[src/rtl/rca_result_collector_pkg.sv]
// Shared definitions for the RCA result collector: FSM encoding, default
// half-word width and a constant clog2 helper for sizing pointers/counters.
package rca_result_collector_pkg;

  localparam int HALF_W_DEFAULT = 16;

  // Which half of a 32-bit add the collector expects next.
  typedef enum logic {
    ST_LO = 1'b0,
    ST_HI = 1'b1
  } state_t;

  // Ceiling log2, usable in parameter and port-width expressions.
  function automatic int clog2(input int n);
    int r;
    int v;
    r = 0;
    v = 1;
    while (v < n) begin
      v = v * 2;
      r = r + 1;
    end
    return r;
  endfunction

endpackage

[src/rtl/rca_result_collector_if.sv]
// Bundles the collector's upstream half-word stream, downstream result
// handshake and status outputs. The collector uses the slave modport; the
// environment driving it uses the master modport.
interface rca_result_collector_if
  import rca_result_collector_pkg::*;
#(
  parameter int HALF_W = HALF_W_DEFAULT,
  parameter int DEPTH  = 2
) ();

  localparam int CW = clog2(DEPTH) + 1;

  logic [HALF_W-1:0]   S_IN;
  logic                C_IN;
  logic                IN_VALID;
  logic                IN_READY;
  logic                RESYNC;
  logic [2*HALF_W-1:0] RESULT;
  logic                C_OUT;
  logic                OUT_VALID;
  logic                OUT_READY;
  logic                ERR_DROP;
  logic [CW-1:0]       COUNT;

  modport master (
    output S_IN, C_IN, IN_VALID, RESYNC, OUT_READY,
    input  IN_READY, RESULT, C_OUT, OUT_VALID, ERR_DROP, COUNT
  );

  modport slave (
    input  S_IN, C_IN, IN_VALID, RESYNC, OUT_READY,
    output IN_READY, RESULT, C_OUT, OUT_VALID, ERR_DROP, COUNT
  );

endinterface

[src/rtl/rca_result_fifo.sv]
// Small synchronous FIFO holding assembled results. The head entry is read
// straight from storage, so dout is stable until a pop. The caller
// guarantees push is only asserted when there is room (or a same-cycle pop).
module rca_result_fifo
  import rca_result_collector_pkg::*;
#(
  parameter  int W     = 33,
  parameter  int DEPTH = 2,
  localparam int AW    = clog2(DEPTH),
  localparam int CW    = AW + 1
) (
  input  logic          CLK,
  input  logic          RST,
  input  logic          push,
  input  logic [W-1:0]  din,
  input  logic          pop,
  output logic [W-1:0]  dout,
  output logic [CW-1:0] count
);

  logic [W-1:0]  mem [DEPTH];
  logic [AW-1:0] wr_ptr;
  logic [AW-1:0] rd_ptr;
  logic [CW-1:0] cnt;

  // Storage write; the array is cleared so the head reads zero after reset.
  // NOTE: memories are normally left unreset; this one is tiny and the head
  // must present a defined zero result out of reset, so it is cleared here.
  always_ff @(posedge CLK or posedge RST) begin
    if (RST) begin
      for (int i = 0; i < DEPTH; i++) mem[i] <= '0;
    end else if (push) begin
      mem[wr_ptr] <= din;
    end
  end

  // Pointers wrap naturally modulo DEPTH (power of two); count tracks fill.
  always_ff @(posedge CLK or posedge RST) begin
    if (RST) begin
      wr_ptr <= '0;
      rd_ptr <= '0;
      cnt    <= '0;
    end else begin
      if (push) wr_ptr <= wr_ptr + 1'b1;
      if (pop)  rd_ptr <= rd_ptr + 1'b1;
      case ({push, pop})
        2'b10:   cnt <= cnt + 1'b1;
        2'b01:   cnt <= cnt - 1'b1;
        default: cnt <= cnt;
      endcase
    end
  end

  assign dout  = mem[rd_ptr];
  assign count = cnt;

endmodule

[src/rtl/rca_result_collector.sv]
// Reassembles low/high sum half-words from the RCA wrapper into full-width
// results with carry, buffers them in a FIFO and hands them downstream on a
// valid/ready handshake. RESYNC realigns the half-word phase and flags any
// low half it throws away.
module rca_result_collector
  import rca_result_collector_pkg::*;
#(
  parameter int HALF_W = HALF_W_DEFAULT,
  parameter int DEPTH  = 2
) (
  input  logic               CLK,
  input  logic               RST,
  rca_result_collector_if.slave bus
);

  localparam int            CW      = clog2(DEPTH) + 1;
  localparam logic [CW-1:0] DEPTH_C = CW'(DEPTH);

  state_t              state;
  state_t              state_nxt;
  logic [HALF_W-1:0]   low_hold;
  logic                err_drop;
  logic                in_ready;
  logic                xfer;
  logic                push;
  logic                pop;
  logic [CW-1:0]       count;
  logic [2*HALF_W:0]   head;

  assign pop = (count != '0) && bus.OUT_READY;

  // Handshake and phase decode: who may transfer and where the FSM goes.
  // NOTE: every output of this block gets a default first so no path leaves
  // a signal unassigned, which would otherwise infer a latch.
  always_comb begin
    state_nxt = state;
    in_ready  = 1'b0;
    xfer      = 1'b0;
    push      = 1'b0;

    unique case (state)
      ST_LO: in_ready = 1'b1;
      ST_HI: in_ready = (count < DEPTH_C) || pop;
    endcase
    if (bus.RESYNC) in_ready = 1'b0;

    xfer = bus.IN_VALID && in_ready;
    push = xfer && (state == ST_HI);

    if (bus.RESYNC) begin
      state_nxt = ST_LO;
    end else if (xfer) begin
      state_nxt = (state == ST_LO) ? ST_HI : ST_LO;
    end
  end

  // Phase register.
  // NOTE: sequential state uses non-blocking assignments so every register
  // samples pre-edge values regardless of statement order.
  always_ff @(posedge CLK or posedge RST) begin
    if (RST) state <= ST_LO;
    else     state <= state_nxt;
  end

  // Capture the low half while waiting for its partner.
  always_ff @(posedge CLK or posedge RST) begin
    if (RST)                        low_hold <= '0;
    else if (xfer && state == ST_LO) low_hold <= bus.S_IN;
  end

  // Sticky flag: a held low half was thrown away by RESYNC.
  always_ff @(posedge CLK or posedge RST) begin
    if (RST)                            err_drop <= 1'b0;
    else if (bus.RESYNC && state == ST_HI) err_drop <= 1'b1;
  end

  rca_result_fifo #(
    .W     (2*HALF_W + 1),
    .DEPTH (DEPTH)
  ) u_fifo (
    .CLK   (CLK),
    .RST   (RST),
    .push  (push),
    .din   ({bus.C_IN, bus.S_IN, low_hold}),
    .pop   (pop),
    .dout  (head),
    .count (count)
  );

  assign bus.IN_READY  = in_ready;
  assign bus.RESULT    = head[2*HALF_W-1:0];
  assign bus.C_OUT     = head[2*HALF_W];
  assign bus.OUT_VALID = (count != '0);
  assign bus.ERR_DROP  = err_drop;
  assign bus.COUNT     = count;

endmodule

[src/flat_wrapper.sv]
// flat-port wrapper written by rule: the top's interface ports become plain ports
module rca_result_collector_flat import rca_result_collector_pkg::*;
#(
  parameter int HALF_W = HALF_W_DEFAULT,
  parameter int DEPTH  = 2
)
  (CLK, RST, bus_S_IN, bus_C_IN, bus_IN_VALID, bus_RESYNC, bus_OUT_READY, bus_IN_READY, bus_RESULT, bus_C_OUT, bus_OUT_VALID, bus_ERR_DROP, bus_COUNT);
  rca_result_collector_if #(.HALF_W(HALF_W), .DEPTH(DEPTH)) bus_i ();
  input  logic CLK;
  input  logic RST;
  input wire logic [$bits(bus_i.S_IN)-1:0] bus_S_IN;
  input wire logic [$bits(bus_i.C_IN)-1:0] bus_C_IN;
  input wire logic [$bits(bus_i.IN_VALID)-1:0] bus_IN_VALID;
  input wire logic [$bits(bus_i.RESYNC)-1:0] bus_RESYNC;
  input wire logic [$bits(bus_i.OUT_READY)-1:0] bus_OUT_READY;
  output wire logic [$bits(bus_i.IN_READY)-1:0] bus_IN_READY;
  output wire logic [$bits(bus_i.RESULT)-1:0] bus_RESULT;
  output wire logic [$bits(bus_i.C_OUT)-1:0] bus_C_OUT;
  output wire logic [$bits(bus_i.OUT_VALID)-1:0] bus_OUT_VALID;
  output wire logic [$bits(bus_i.ERR_DROP)-1:0] bus_ERR_DROP;
  output wire logic [$bits(bus_i.COUNT)-1:0] bus_COUNT;
  assign bus_i.S_IN = bus_S_IN;
  assign bus_i.C_IN = bus_C_IN;
  assign bus_i.IN_VALID = bus_IN_VALID;
  assign bus_i.RESYNC = bus_RESYNC;
  assign bus_i.OUT_READY = bus_OUT_READY;
  assign bus_IN_READY = bus_i.IN_READY;
  assign bus_RESULT = bus_i.RESULT;
  assign bus_C_OUT = bus_i.C_OUT;
  assign bus_OUT_VALID = bus_i.OUT_VALID;
  assign bus_ERR_DROP = bus_i.ERR_DROP;
  assign bus_COUNT = bus_i.COUNT;
  rca_result_collector #(.HALF_W(HALF_W), .DEPTH(DEPTH)) u_core (.CLK(CLK), .RST(RST), .bus(bus_i));
endmodule
[config.mk]
export PLATFORM = sky130hd
export DESIGN_NAME = rca_result_collector_flat
export DESIGN_NICKNAME = d
export VERILOG_FILES = /design/src/rtl/rca_result_collector_pkg.sv /design/src/rtl/rca_result_collector_if.sv /design/src/rtl/rca_result_fifo.sv /design/src/rtl/rca_result_collector.sv /design/src/flat_wrapper.sv
export SDC_FILE = /design/constraint.sdc
export NUM_CORES = 1
export LEC_CHECK = 0
export ABC_CLOCK_PERIOD_IN_PS = 3550
export CAP_MARGIN = 0
export CORE_MARGIN = 2
export CORE_UTILIZATION = 30
export DETAILED_ROUTE_END_ITERATION = 10
export PLACE_DENSITY = 0.48
export RECOVER_POWER = 25
export SKIP_CTS_REPAIR_TIMING = 1
export SLEW_MARGIN = 5
export SYNTH_ARGS = -nofsm -noshare
export SYNTH_HDL_FRONTEND = slang
export SYNTH_HIERARCHICAL = 1
export SYNTH_SLANG_ARGS = --single-unit
[constraint.sdc]
create_clock -name CLK -period 3.55 [get_ports CLK]
set_clock_uncertainty 0.15 [all_clocks]
set_input_delay 0.71 -clock CLK [delete_from_list [all_inputs] [get_ports CLK]]
set_output_delay 0.71 -clock CLK [all_outputs]
set_load 0.03 [all_outputs]
==> summary.md <==
| Metric | Value |
|---|---|
| P_leak | 2.24 nW |
| WHS | 0.323 ns |
| CP Data Arrival Time | 2.26 ns |
| Clk pwr share | 0.207 |
| Share of cells above drive strength 1 | 0.464 |
| Actual slew at the worst max-slew pin | 1.50 ns |
| Post-synthesis async set-or-reset flop share | 1.00 |
| Worst-path cell chain | buf_4 -> mux2_2 -> clkdlybuf4s50_1 |
| Syn-to-layout area delta | 27.1% |
| Setup ws final | 0.434 ns |
| Top-count cell post-synth | dfrtp_1 |
| Synth top area cells | dfrtp_1 56%, mux2_2 24%, mux2_4 12%, buf_12 1.5%, buf_6 1.2% |
| Hold Fails Final Rpt | 0 |
| Setup violators final | 0 |
| Largest net degree at the start of global routing | 45 |
| Delay-heaviest family, CP | buffers and inverters |
| Cell internal pwr | 0.00327 W |
| Final ANT Viol Nets | 0 |
| Pre-Repair DR Iteration Count | 3 |
| WP buf/inv | 2 |
| Pins Over Slew Limit | 0 |
| Die Span X | 118 um |
| Switching part of the total | 0.337 |
| Comb power frac | 0.450 |
| Startpoint Class | flip-flop |
| Mapped cell area | 3920 um^2 |
| Cell row count | 41 |
| Synth Net Count | 260 |
| Max incr delay on CP | 0.65 ns |
| NetSw | 0.00166 W |
| Share of the synthesized area in the top cell type | 0.562 |
| Antenna fix cells | 0 |
| Status | finished with violations |
| Required time of the critical path | 2.69 ns |
| Chip height | 118 um |
| Root Driver | clkbuf_16 |
| MaxCap Viol Count | 1 |
| Initial DRC Count | 45 |
| Nets | 325 |
| Dpl hpwl | 4720 um |
| Antenna violations before repair | 0 |
| Fmax | 321 MHz |
| Distinct cell type count after synthesis | 21 |
| Num ports | 60 |
| Vias in the first global route | 2248 |
| Fin Setup TNS | 0 ns |
| Htree depth | 3 |
| Main flop type after synthesis | dfrtp_1 |
| Clock Tree Buf Depth | 2 |
| CP Class | flip-flop to output port |
| Pwr/cell area | 991 nW/um^2 |
| Worst Path Max Fanout | 16 |
| Clock Latency Late Sink | 0.34 ns |
| TritonCTS Buffers | 9 |
| Final Cycle Share | 0.878 |
| Yosys reg bits | 88 |
| Core Area | 12700 um^2 |
| Slowest CP cell | dfrtp_2 |
| Minimum clock period | 3.12 ns |
| Max-slew headroom | 0.00195 |
| Peak supply drop | 0.000441 V |
| Sequential share of power | 0.343 |
| Yosys top cell by area | dfrtp_1 |
| I/O Buffers | 59 |
| First-pass GRT wire length | 12600 um |
| Post-Route WL | 7750 um |
| Register area share after synthesis | 0.562 |
| Hold crit path type | flip-flop to flip-flop |
| Overflow after GRT | 0 |
| Drt drc | 0 |
| CP endpoint kind | output port |
| Mean Syn Cell Area | 16.5 um^2 |
| Failing checks | max-capacitance violations |
| Die area | 14000 um^2 |
| CTS tree | built |
| Global-route usage over all layers | 0.120 |
| CTS clk-pin slew, worst paths | 0.06 ns |
| Vias per std cell | 4.41 |
| Per-cell routed wire length | 16.2 um |
| GP Congestion | 0.639 |
| Total power | 0.00493 W |
| CTS Sinks | 88 |
| Yosys warnings | 6 |
| Syn Inst Count | 237 |
| Detailed-route via count | 2106 |
| Post-synth EDFFs | 0 |
| Synth cell count leaders | 88 x dfrtp_1, 85 x mux2_2, 30 x mux2_4 |
| Dpl ws | 0.598 ns |
| RSZ-0062 raised after global routing | false |
| Initial core utilization | 0.309 |
through the flow:
step,instances,util,instance area (um^2)
global placement,463,0.368,4660
finish,478,0.393,4980
global route,478,0.393,4980
CTS,478,0.393,4980
detailed placement,463,0.368,4660
floorplan,237,-,3920
final timing paths:
kind	start	to	slack, ns	cells past startpoint
min in group asynchronous	RST	u_core/low_hold[8]	0.90	2
hold reg to reg	u_core/bus.ERR_DROP	u_core/bus.ERR_DROP	0.32	1
hold / removal	u_core/bus.ERR_DROP	u_core/bus.ERR_DROP	0.32	1
setup / recovery	u_core/u_fifo/rd_ptr	bus_RESULT[6]	0.43	3
max in group asynchronous	RST	u_core/u_fifo/rd_ptr	1.06	3
setup reg to reg	u_core/u_fifo/count[1]	u_core/u_fifo/mem[62]	1.74	5
placed cells by master (no fill, tap or decap), types with 3 or more instances in the layout:
| cell type | instances |
|---|---|
| dfrtp_1 | 87 |
| mux2_2 | 85 |
| inv_1 | 3 |
| clkbuf_16 | 9 |
| clkdlybuf4s50_1 | 57 |
| xor2_1 | 3 |
| mux2_4 | 30 |
| buf_4 | 3 |
power by group through the flow:
stage	sequential (W)	combinational, W	clock, W
after floorplan	0.00162	0.00155	0
after global placement	0.00170	0.00224	0
after detailed placement	0.00170	0.00225	0
after CTS	0.00169	0.00226	0.00106
after global routing	0.00176	0.00235	0.00111
final	0.00169	0.00222	0.00102
cell type report:
class                           count  area, um^2
Clock buffer                       12         256
Clock inverter                      3        65.1
Fill cell                        1232        7690
Inverter                            4        15.0
Multi-Input combinational cell    133        1560
Sequential cell                    88        2200
Tap cell                          172         215
Timing Repair Buffer               66         662
state kept, by name, indices dropped and copies added (netlist names):
| register | flops |
|---|---|
| u_core/bus.ERR_DROP | 1 |
| u_core/u_fifo/rd_ptr | 1 |
| u_core/low_hold | 16 |
| u_core/state | 1 |
| u_core/u_fifo/mem | 66 |
| u_core/u_fifo/count | 2 |
| u_core/u_fifo/wr_ptr | 1 |
cell families (layout without fill, tap and decap cells):
kind of cell    count (synthesis)  count (layout)  share of synthesized area
flops                          88              88                      0.562
fa+ha+maj                       1               1                    0.00320
buf+inv                        16              85                     0.0396
mux                           115             115                      0.360
simple gates                    8               8                     0.0166
xor+xnor                        5               5                     0.0112
compound gates                  4               4                    0.00735
routing by layer:
| metal | up-vias | GRT usage | wire length, um |
|---|---|---|---|
| met1 | 1075 | 0.164 | 3920 |
| met4 | 0 | 0.0361 | 106 |
| li1 | 969 | - | - |
| met5 | - | 0 | 0 |
| met2 | 51 | 0.170 | 3330 |
| met3 | 11 | 0.0516 | 398 |
worst register-to-register path, cell delays in order, from the launching register on:
cell	delay (ns)
dfrtp_1	0.41
nand2b_1	0.09
and4b_2	0.29
nand2b_2	0.10
buf_12	0.28
mux2_2	0.38
Note: power is estimated with default switching activity, not from simulation.
